File: config.mk
export PLATFORM = sky130hd
export DESIGN_NAME = ov5640_cap_ctrl_flat
export DESIGN_NICKNAME = d
export VERILOG_FILES = /design/src/rtl/ov5640_cap_ctrl_if.sv /design/src/rtl/ov5640_cap_ctrl.sv /design/src/flat_wrapper.sv
export SDC_FILE = /design/constraint.sdc
export NUM_CORES = 1
export LEC_CHECK = 0
export CAP_MARGIN = 15
export CORE_UTILIZATION = 40
export CTS_CLUSTER_SIZE = 14
export DETAILED_ROUTE_END_ITERATION = 10
export PLACE_DENSITY_LB_ADDON = 0.15
export SETUP_SLACK_MARGIN = 0.02
export SLEW_MARGIN = 20
export SYNTH_ARGS = -nofsm -noshare
export SYNTH_HDL_FRONTEND = slang
export SYNTH_SLANG_ARGS = --single-unit
File: constraint.sdc
create_clock -name ov5640_pclk -period 1.96 [get_ports ov5640_pclk]
set_clock_uncertainty 0.05 [all_clocks]
set_input_delay 0.392 -clock ov5640_pclk [delete_from_list [all_inputs] [get_ports ov5640_pclk]]
set_output_delay 0.392 -clock ov5640_pclk [all_outputs]
set_load 0.02 [all_outputs]
File: src/rtl/ov5640_cap_ctrl_if.sv
`default_nettype none
// ============================================================================
// Module      : ov5640_cap_ctrl_if
// Description : Session control, packed-pixel input and FIFO write bundle.
// Revision    : 1.0 - initial release
// ============================================================================
interface ov5640_cap_ctrl_if;
  logic        cap_start;
  logic        cap_stop;
  logic [7:0]  frame_num;
  logic        vsync_in;
  logic        href_in;
  logic        pix_wr_en;
  logic [15:0] pix_data;
  logic        fifo_full;
  logic        fifo_wr_en;
  logic [15:0] fifo_wr_data;
  logic        busy;
  logic        frame_done;
  logic [7:0]  frame_cnt;
  logic        err_ovf;
  logic        err_size;

  modport master (
    output cap_start, cap_stop, frame_num, vsync_in, href_in,
           pix_wr_en, pix_data, fifo_full,
    input  fifo_wr_en, fifo_wr_data, busy, frame_done, frame_cnt,
           err_ovf, err_size
  );

  modport slave (
    input  cap_start, cap_stop, frame_num, vsync_in, href_in,
           pix_wr_en, pix_data, fifo_full,
    output fifo_wr_en, fifo_wr_data, busy, frame_done, frame_cnt,
           err_ovf, err_size
  );
endinterface
`default_nettype wire

File: src/rtl/ov5640_cap_ctrl.sv
`default_nettype none
// ============================================================================
// Module      : ov5640_cap_ctrl
// Description : Capture session FSM gating packed pixels into a write FIFO,
//               with frame counting and geometry / overflow error flags.
// Revision    : 1.0 - initial release
// ============================================================================
module ov5640_cap_ctrl #(
  parameter int H_PIXEL = 640,
  parameter int V_LINE  = 480
) (
  input  wire logic         ov5640_pclk,
  input  wire logic         sys_rst_n,
  ov5640_cap_ctrl_if.slave  cap_if
);

  localparam logic [1:0]  S_IDLE    = 2'd0;
  localparam logic [1:0]  S_ARM     = 2'd1;
  localparam logic [1:0]  S_CAPTURE = 2'd2;
  localparam logic [11:0] c_h_pixel = 12'(H_PIXEL);
  localparam logic [10:0] c_v_line  = 11'(V_LINE);

  logic [1:0]  r_state;
  logic [1:0]  w_state_next;
  logic        r_vs_d;
  logic        r_href_d;
  logic [7:0]  r_frame_num;
  logic        r_stop_pend;
  logic [11:0] r_pix_cnt;
  logic [10:0] r_line_cnt;
  logic        r_line_bad;

  logic        w_vs_rise;
  logic        w_href_fall;
  logic [7:0]  w_cnt_next;
  logic        w_last_frame;
  logic        w_busy;
  logic        w_capture;
  logic        w_start_ok;
  logic        w_frame_end;
  logic        w_arm_go;
  logic        w_wr_ok;

  assign w_vs_rise    = cap_if.vsync_in & ~r_vs_d;
  assign w_href_fall  = ~cap_if.href_in & r_href_d;
  assign w_cnt_next   = cap_if.frame_cnt + 8'd1;
  assign w_last_frame = (r_frame_num != 8'd0) && (w_cnt_next == r_frame_num);

  always_ff @(posedge ov5640_pclk or negedge sys_rst_n) begin
    if (!sys_rst_n) r_state <= S_IDLE;
    else            r_state <= w_state_next;
  end

  always_comb begin
    w_state_next = r_state;
    case (r_state)
      S_IDLE:    if (cap_if.cap_start && !cap_if.cap_stop) w_state_next = S_ARM;
      S_ARM: begin
        if (cap_if.cap_stop) w_state_next = S_IDLE;
        else if (w_vs_rise)  w_state_next = S_CAPTURE;
      end
      S_CAPTURE: if (w_vs_rise && (r_stop_pend || w_last_frame)) w_state_next = S_IDLE;
      default:   w_state_next = S_IDLE;
    endcase
  end

  always_comb begin
    w_busy      = (r_state != S_IDLE);
    w_capture   = (r_state == S_CAPTURE);
    w_start_ok  = (r_state == S_IDLE) && cap_if.cap_start && !cap_if.cap_stop;
    w_arm_go    = (r_state == S_ARM) && !cap_if.cap_stop && w_vs_rise;
    w_frame_end = w_capture && w_vs_rise;
    w_wr_ok     = w_capture && cap_if.pix_wr_en && !cap_if.fifo_full;
  end

  assign cap_if.busy = w_busy;

  always_ff @(posedge ov5640_pclk or negedge sys_rst_n) begin
    if (!sys_rst_n) begin
      r_vs_d              <= 1'b0;
      r_href_d            <= 1'b0;
      r_frame_num         <= 8'd0;
      r_stop_pend         <= 1'b0;
      r_pix_cnt           <= 12'd0;
      r_line_cnt          <= 11'd0;
      r_line_bad          <= 1'b0;
      cap_if.fifo_wr_en   <= 1'b0;
      cap_if.fifo_wr_data <= 16'd0;
      cap_if.frame_done   <= 1'b0;
      cap_if.frame_cnt    <= 8'd0;
      cap_if.err_ovf      <= 1'b0;
      cap_if.err_size     <= 1'b0;
    end else begin
      r_vs_d            <= cap_if.vsync_in;
      r_href_d          <= cap_if.href_in;
      cap_if.fifo_wr_en <= w_wr_ok;
      cap_if.frame_done <= w_frame_end;
      if (w_wr_ok) cap_if.fifo_wr_data <= cap_if.pix_data;

      if (w_start_ok) begin
        r_frame_num      <= cap_if.frame_num;
        r_stop_pend      <= 1'b0;
        cap_if.frame_cnt <= 8'd0;
        cap_if.err_ovf   <= 1'b0;
        cap_if.err_size  <= 1'b0;
      end

      if (w_capture && cap_if.cap_stop) r_stop_pend <= 1'b1;
      if (w_capture && cap_if.pix_wr_en && cap_if.fifo_full) cap_if.err_ovf <= 1'b1;

      // The closing vs_rise of one frame is also the opening edge of the next.
      if (w_arm_go || w_frame_end) begin
        r_pix_cnt  <= 12'd0;
        r_line_cnt <= 11'd0;
        r_line_bad <= 1'b0;
      end else if (w_capture) begin
        if (w_href_fall && (r_pix_cnt != 12'd0)) begin
          if (r_line_cnt != 11'h7FF) r_line_cnt <= r_line_cnt + 11'd1;
          if (r_pix_cnt != c_h_pixel) r_line_bad <= 1'b1;
          r_pix_cnt <= 12'd0;
        end else if (cap_if.pix_wr_en && (r_pix_cnt != 12'hFFF)) begin
          r_pix_cnt <= r_pix_cnt + 12'd1;
        end
      end

      if (w_frame_end) begin
        cap_if.frame_cnt <= w_cnt_next;
        if (r_line_bad || (r_line_cnt != c_v_line)) cap_if.err_size <= 1'b1;
      end
    end
  end

endmodule
`default_nettype wire

File: src/flat_wrapper.sv
// flat-port wrapper written by rule: the top's interface ports become plain ports
module ov5640_cap_ctrl_flat 
#(
  parameter int H_PIXEL = 640,
  parameter int V_LINE  = 480
)
  (ov5640_pclk, sys_rst_n, cap_if_cap_start, cap_if_cap_stop, cap_if_frame_num, cap_if_vsync_in, cap_if_href_in, cap_if_pix_wr_en, cap_if_pix_data, cap_if_fifo_full, cap_if_fifo_wr_en, cap_if_fifo_wr_data, cap_if_busy, cap_if_frame_done, cap_if_frame_cnt, cap_if_err_ovf, cap_if_err_size);
  ov5640_cap_ctrl_if cap_if_i ();
  input  wire logic ov5640_pclk;
  input  wire logic sys_rst_n;
  input wire logic [$bits(cap_if_i.cap_start)-1:0] cap_if_cap_start;
  input wire logic [$bits(cap_if_i.cap_stop)-1:0] cap_if_cap_stop;
  input wire logic [$bits(cap_if_i.frame_num)-1:0] cap_if_frame_num;
  input wire logic [$bits(cap_if_i.vsync_in)-1:0] cap_if_vsync_in;
  input wire logic [$bits(cap_if_i.href_in)-1:0] cap_if_href_in;
  input wire logic [$bits(cap_if_i.pix_wr_en)-1:0] cap_if_pix_wr_en;
  input wire logic [$bits(cap_if_i.pix_data)-1:0] cap_if_pix_data;
  input wire logic [$bits(cap_if_i.fifo_full)-1:0] cap_if_fifo_full;
  output wire logic [$bits(cap_if_i.fifo_wr_en)-1:0] cap_if_fifo_wr_en;
  output wire logic [$bits(cap_if_i.fifo_wr_data)-1:0] cap_if_fifo_wr_data;
  output wire logic [$bits(cap_if_i.busy)-1:0] cap_if_busy;
  output wire logic [$bits(cap_if_i.frame_done)-1:0] cap_if_frame_done;
  output wire logic [$bits(cap_if_i.frame_cnt)-1:0] cap_if_frame_cnt;
  output wire logic [$bits(cap_if_i.err_ovf)-1:0] cap_if_err_ovf;
  output wire logic [$bits(cap_if_i.err_size)-1:0] cap_if_err_size;
  assign cap_if_i.cap_start = cap_if_cap_start;
  assign cap_if_i.cap_stop = cap_if_cap_stop;
  assign cap_if_i.frame_num = cap_if_frame_num;
  assign cap_if_i.vsync_in = cap_if_vsync_in;
  assign cap_if_i.href_in = cap_if_href_in;
  assign cap_if_i.pix_wr_en = cap_if_pix_wr_en;
  assign cap_if_i.pix_data = cap_if_pix_data;
  assign cap_if_i.fifo_full = cap_if_fifo_full;
  assign cap_if_fifo_wr_en = cap_if_i.fifo_wr_en;
  assign cap_if_fifo_wr_data = cap_if_i.fifo_wr_data;
  assign cap_if_busy = cap_if_i.busy;
  assign cap_if_frame_done = cap_if_i.frame_done;
  assign cap_if_frame_cnt = cap_if_i.frame_cnt;
  assign cap_if_err_ovf = cap_if_i.err_ovf;
  assign cap_if_err_size = cap_if_i.err_size;
  ov5640_cap_ctrl #(.H_PIXEL(H_PIXEL), .V_LINE(V_LINE)) u_core (.ov5640_pclk(ov5640_pclk), .sys_rst_n(sys_rst_n), .cap_if(cap_if_i));
endmodule
==> impl_results.md <==
- Sequential fraction of the synthesis area: around half
- Outcome: complete, but fails checks
- Hold WC Path Type: input port to flop
- Pre-antenna DRT Iters: 4
- Ports: 61
- Core area: 7890 µm²
- Req. time, crit path: 2.20 ns
- Endpoints failing setup: 5
- Power Total: 5.94 mW
- GP Congestion: slightly above 0.8
- Initial Utilization: between 40% and 50%
- Largest area contributor in the netlist: dfrtp_1
- Crit Path Max Fanout: 4
- Post-synth top area share: about half
- Setup ws final: -0.0280 ns
- Drt initial violations: ~150
- IO Port Bufs: 60
- Yosys Warn Count: 0
- Worst-path clk slew: about 0.080 ns
- Distinct cells, synth: 52
- Pwr/cell area: 1170 nW/µm²
- Worst slew pin tran: ~0.56 ns
- EDFF count, synth: 0
- Peak supply drop: around 0.67 mV
- Die height: ~93 µm
- Hold Crit Start: cap_if_cap_stop
- Clk_lat worst skew: ~0.35 ns
- CTS Buf Count: 9
- Startpoint Class: flop
- Crit-path cells: inv_2 -> ha_4 -> nor4b_4 -> nand4_1 -> and2_4 -> or4b_1 -> nand3_1
- Synth Instances: 321
- Max stage delay on crit path: about 0.5 ns
- Max frequency: slightly above 500 MHz
- Int Power: ~3.8 mW
- Final Core Density: 64.6%
- Area contributors post-synth: dfrtp_1 (49%), mux2_2 (8.1%), nand3_1 (3.0%)
- FF+latch count, synth: 65
- Row cnt: 32
- Max-cap violation count: 0
- Residual DRC count: 0
- Fin crit share: 101%
- Grt ovf: 0
- Worst EP arrival: about 2.2 ns
- Sum Neg Setup Slack: -0.0936 ns
- Slew Limit Fails: 0
- Antenna violations before repair: 0
- Switching Share: between 30% and 40%
- NetSw: around 2.1 mW
- Area grow syn2layout: 53.4%
- Critical path's top delay family: simple AND/OR/NAND/NOR gates
- Clock tree buffer depth: 2
- CTS tree: yes
- Setup crit end kind: flop
- Worst slew margin: 62.8%
- Routed length per placed instance: 15.2 µm
- Synth Cell Area: about 3300 µm²
- CP Buf/Inv Count: 1
- Synth Flop Type: dfrtp_1
- Layout cell share with drive strength beyond 1: between 30% and 40%
- Slowest-stage cell, CP: or4b_1
- Syn Nets: about 360
- Total GRT Usage: 21.1%
- Most numerous cell in the Yosys netlist: dfrtp_1
- ANT nets after route: 0
- Vias post-DR: around 3000
- Root buffer selected by CTS: clkbuf_8
- Clock power share: approximately 19%
- Chip width: between 90 and 100 µm
- H-tree depth: 3
- P_leak: around 2.3 nW
- Critical path launch point: u_core.r_pix_cnt[1]
- Vias in the first global route: roughly 3000
- Final Hold Vio Count: 0
- Worst r2r src: u_core.r_pix_cnt[1]
- Total Wirelength: about 8700 µm
- Die area: approximately 8700 µm²
- Asr flop ratio synth: between 90% and 100%
- Fin crit period: just under 2 ns
- Largest net degree at the start of global routing: 47
- Setup CP Type: flop to flop
- Clk sink count: between 60 and 70
- Most common library cells after synthesis: dfrtp_1 (65), mux2_2 (24), nor2_1 (22)
- Via density: about 5.3
- Avg Cell Area, Syn: approximately 10 µm²
- Failing checks: negative setup slack
- Hpwl dp: about 5900 µm
- Layout net count: 501
- RSZ-0062 raised after global routing: true
- Comb pwr share: 47.7%
- First-pass GRT wire length: ~14000 µm
- Ant diodes: 0
- Seq pwr share: 33.0%
## power groups by stage
stage	combinational, mW	clock (mW)	sequential [mW]
after floorplan	1.01	0	2.21
after global placement	2.35	0	1.97
after detailed placement	2.38	0	1.98
after CTS	2.69	1.17	1.96
after global routing	3.05	1.22	2.01
final	2.83	1.15	1.96
## layer usage
| metal | share of wire (%) | global-route usage (%) |
|---|---|---|
| met3 | 4.3 | 5.12 |
| met2 | 48 | 33.9 |
| met4 | 1.3 | 6.54 |
| met1 | 46 | 28.2 |
| met5 | 0 | 0 |
## path summary, 6_finish.rpt
check / end / slack, ns / depth (start not counted)
setup reg to reg: u_core.r_pix_cnt[10] / -0.03 / 7
hold / removal: u_core.r_state[0] / 0.37 / 3
setup / recovery: u_core.r_pix_cnt[10] / -0.03 / 7
hold reg to reg: u_core.cap_if.fifo_wr_data[8] / 0.46 / 1
min in group asynchronous: u_core.r_line_cnt[7] / 0.48 / 2
max in group asynchronous: u_core.r_pix_cnt[8] / 0.75 / 3
## cell usage in the layout, fill, tap and decap left out, drive strengths merged, types with 3 or more instances in the layout
cell and count:
a21oi 18, a31oi 5, and2 3, and3 12, buf 83, clkbuf 9, clkdlybuf4s50 51, clkinv 7
dfrtp 65, dlymetal6s2s 6, ha 5, inv 11, mux2 24, nand2 16, nand3 20, nand4 8
nor2 22, nor2b 3, nor3 6, nor4b 4, o21a 3, o21ai 17, o31ai 12, or3 4
or4 7, xnor2 8, xor2 7
## flip-flops by register name, indices dropped and copies added, names as in the netlist
signal / cells
u_core.r_frame_num: 8
u_core.cap_if.fifo_wr_en: 1
u_core.r_state: 2
u_core.r_href_d: 1
u_core.r_pix_cnt: 12
u_core.cap_if.err_size: 1
u_core.r_line_cnt: 11
u_core.cap_if.frame_cnt: 8
u_core.r_line_bad: 1
u_core.r_vs_d: 1
u_core.cap_if.frame_done: 1
u_core.cap_if.fifo_wr_data: 16
u_core.r_stop_pend: 1
u_core.cap_if.err_ovf: 1
## metrics by stage
step	area [µm²]	std cells	worst slack, ns	hold WS [ns]
6_report	5100	571	-0.0280	0.369
5_1_grt	5100	571	-0.170	0.365
4_1_cts	4930	568	-0.0142	0.457
3_5_place_dp	4500	536	-0.488	0.337
3_3_place_gp	4500	536	-0.418	0.335
2_1_floorplan	3330	321	0.0209	0.0464
## kinds of logic after synthesis
kind of cell	count (synthesis)	synth area share, %
buffers and inverters	24	3.01
muxes	26	8.73
and+or+nand+nor	115	19.8
DFF	65	48.9
AOI/OAI and AO/OA	71	13.7
xor gates and xnor gates	15	3.95
adders and majority gates	5	1.88
## tightest hold or removal path, stage by stage
cell	delay [ns]
dlymetal6s2s_1	0.13
buf_4	0.14
a2111oi_0	0.06
## timing repair
item,4_1_cts,5_1_grt
pin swaps,16,20
buffers inserted,15,4
resized for setup,30,36
cloned,1,0
setup endpoints to repair,26,37
endpoints found under the hold margin,19,0
hold buffers,1,0
## final cells by class
class	instances	area, µm²
Sequential cell	65	1630
Inverter	12	45.0
Tap cell	102	128
Multi-Input combinational cell	233	1820
Timing Repair Buffer	143	1280
Clock buffer	9	124
Clock inverter	7	71.3
Fill cell	636	2790
No activity file was read; power rests on OpenSTA's default activity.
==> patch: new RTL, same flow settings <==
`H_PIXEL` is set to 640 in 2 places; all go to 320.
--- a/src/rtl/ov5640_cap_ctrl.sv
+++ b/src/rtl/ov5640_cap_ctrl.sv
@@ -6,7 +6,7 @@
 // Revision    : 1.0 - initial release
 // ============================================================================
 module ov5640_cap_ctrl #(
-  parameter int H_PIXEL = 640,
+  parameter int H_PIXEL = 320,
   parameter int V_LINE  = 480
 ) (
   input  wire logic         ov5640_pclk,
--- a/src/flat_wrapper.sv
+++ b/src/flat_wrapper.sv
@@ -1,7 +1,7 @@
 // flat-port wrapper written by rule: the top's interface ports become plain ports
 module ov5640_cap_ctrl_flat 
 #(
-  parameter int H_PIXEL = 640,
+  parameter int H_PIXEL = 320,
   parameter int V_LINE  = 480
 )
   (ov5640_pclk, sys_rst_n, cap_if_cap_start, cap_if_cap_stop, cap_if_frame_num, cap_if_vsync_in, cap_if_href_in, cap_if_pix_wr_en, cap_if_pix_data, cap_if_fifo_full, cap_if_fifo_wr_en, cap_if_fifo_wr_data, cap_if_busy, cap_if_frame_done, cap_if_frame_cnt, cap_if_err_ovf, cap_if_err_size);
Check against the original RTL: no difference found for any inputs over 10 cycles, from zero or initial values and one cycle with sys_rst_n low; that may be too few to reach the edited logic, so the function may still have changed.
==> patch against the unedited design <==
First-iteration DRC count increased by 23%. Sequential cell count unchanged. Setup slack improved by 0.019 ns. Largest cell class unchanged. Largest power group unchanged. Synthesized cell count increased by 0.62%. The flow finishes with violations (hold timing, setup timing). Cell area decreased by 3.7%. Wire length decreased by 6.3%. Final cell count decreased by 2.8%. Power decreased by 5.6%. Synthesized area decreased by 0.49%.
==> patch: results (changes against the unedited design) <==
Mux contribution to synthesized area: 0.0848 (was 0.0873)
Top post-synthesis cells by count: 65 x dfrtp_1, 24 x mux2_2, 22 x nor2_1 (unchanged)
Share of layout cells above drive strength 1: 0.322 (was 0.367)
Metal-1 WL: 3860 um (was 4030 um)
Status: complete, but fails checks (unchanged)
Mapped Cells: 323 (was 321)
Vias: 2,987 (was 3,041)
Crit path DAT: 2.20 ns (was 2.23 ns)
Largest cells by area after synthesis: dfrtp_1 49%, mux2_2 8.2%, nand3_1 2.7%, a21oi_1 2.6%, o21ai_0 2.6% (was dfrtp_1 49%, mux2_2 8.1%, nand3_1 3.0%, a21oi_1 2.7%, o31ai_1 2.7%)
Failing checks: hold timing, setup timing (was setup timing)
Global routing usage on met2: 0.311 (was 0.339)
Final hold violation count: 6 (was 0)
Starting DRT DRC Count: 178 (was 145)
Max-Slew Margin vs Limit: 0.762 (was 0.628)
Met2 WL post-DR: 3900 um (was 4180 um)
Seq/Total Area, Yosys: 0.492 (was 0.489)
XOR/XNOR share of the synthesized area: 0.0371 (was 0.0395)
Dpl cells: 530 (was 536)
Largest net degree at the start of global routing: 66 (was 47)
Area after DPL: 0.00445 sq mm (was 0.00450 sq mm)
Hold Crit Class: input pin to async pin (was input pin to flip-flop)
WHS: -0.00517 ns (was 0.369 ns)
Max VDD drop: 0.000635 V (was 0.000669 V)
Post-route setup slack: -0.00913 ns (was -0.0280 ns)
Postcts setup bufs: 1 (was 15)
Global placement routability congestion: 0.847 (was 0.832)
Grt met3 use: 0.0378 (was 0.0512)
Post_cts resized: 11 (was 30)
Routed wire length: 8150 um (was 8700 um)
Setup Viol. Count Final: 1 (was 5)
First-pass GRT wire length: 13,500 um (was 14,300 um)
GRT Total Usage: 0.196 (was 0.211)
Post-DP HPWL: 5460 um (was 5900 um)
Vias in the first global route: 2,881 (was 3,013)
Setup WS pre-CTS: -0.364 ns (was -0.488 ns)
NumNets Final: 485 (was 501)
Complex-gate fraction of the synthesized area: 0.144 (was 0.137)
patch: changes by cell type in the layout (fill, tap and decap cells not counted), moves of 3 or more:
cell     delta
buf_4      -15
buf_6       -5
nand4_1     +6
nor2_4      -3
a21o_1      +3
a31oi_1     +3
nor2_1      +4
patch: report_power, final:
group	leakage, uW	switching [uW]	internal (uW)
registers	0.000819	272	1700
logic	0.00124	1160	1310
clock network	0.0000985	546	624
patch: layout make-up:
class                      instances  area, sq um
clock inverter                     6         67.6
fill                             677         2940
multi-input combinational        236         1770
tap                              102          128
sequential                        65         1630
inverter                          12         45.0
clock buffer                      10          138
timing repair buffer             124         1130
patch: critical path: stages, from the launching register on:
cell and delay [ns]:
dfrtp_1 0.40, inv_2 0.08, ha_4 0.12, nor4b_4 0.19, nand4_1 0.18, a21o_1 0.26
or4_1 0.52, nand3_1 0.11
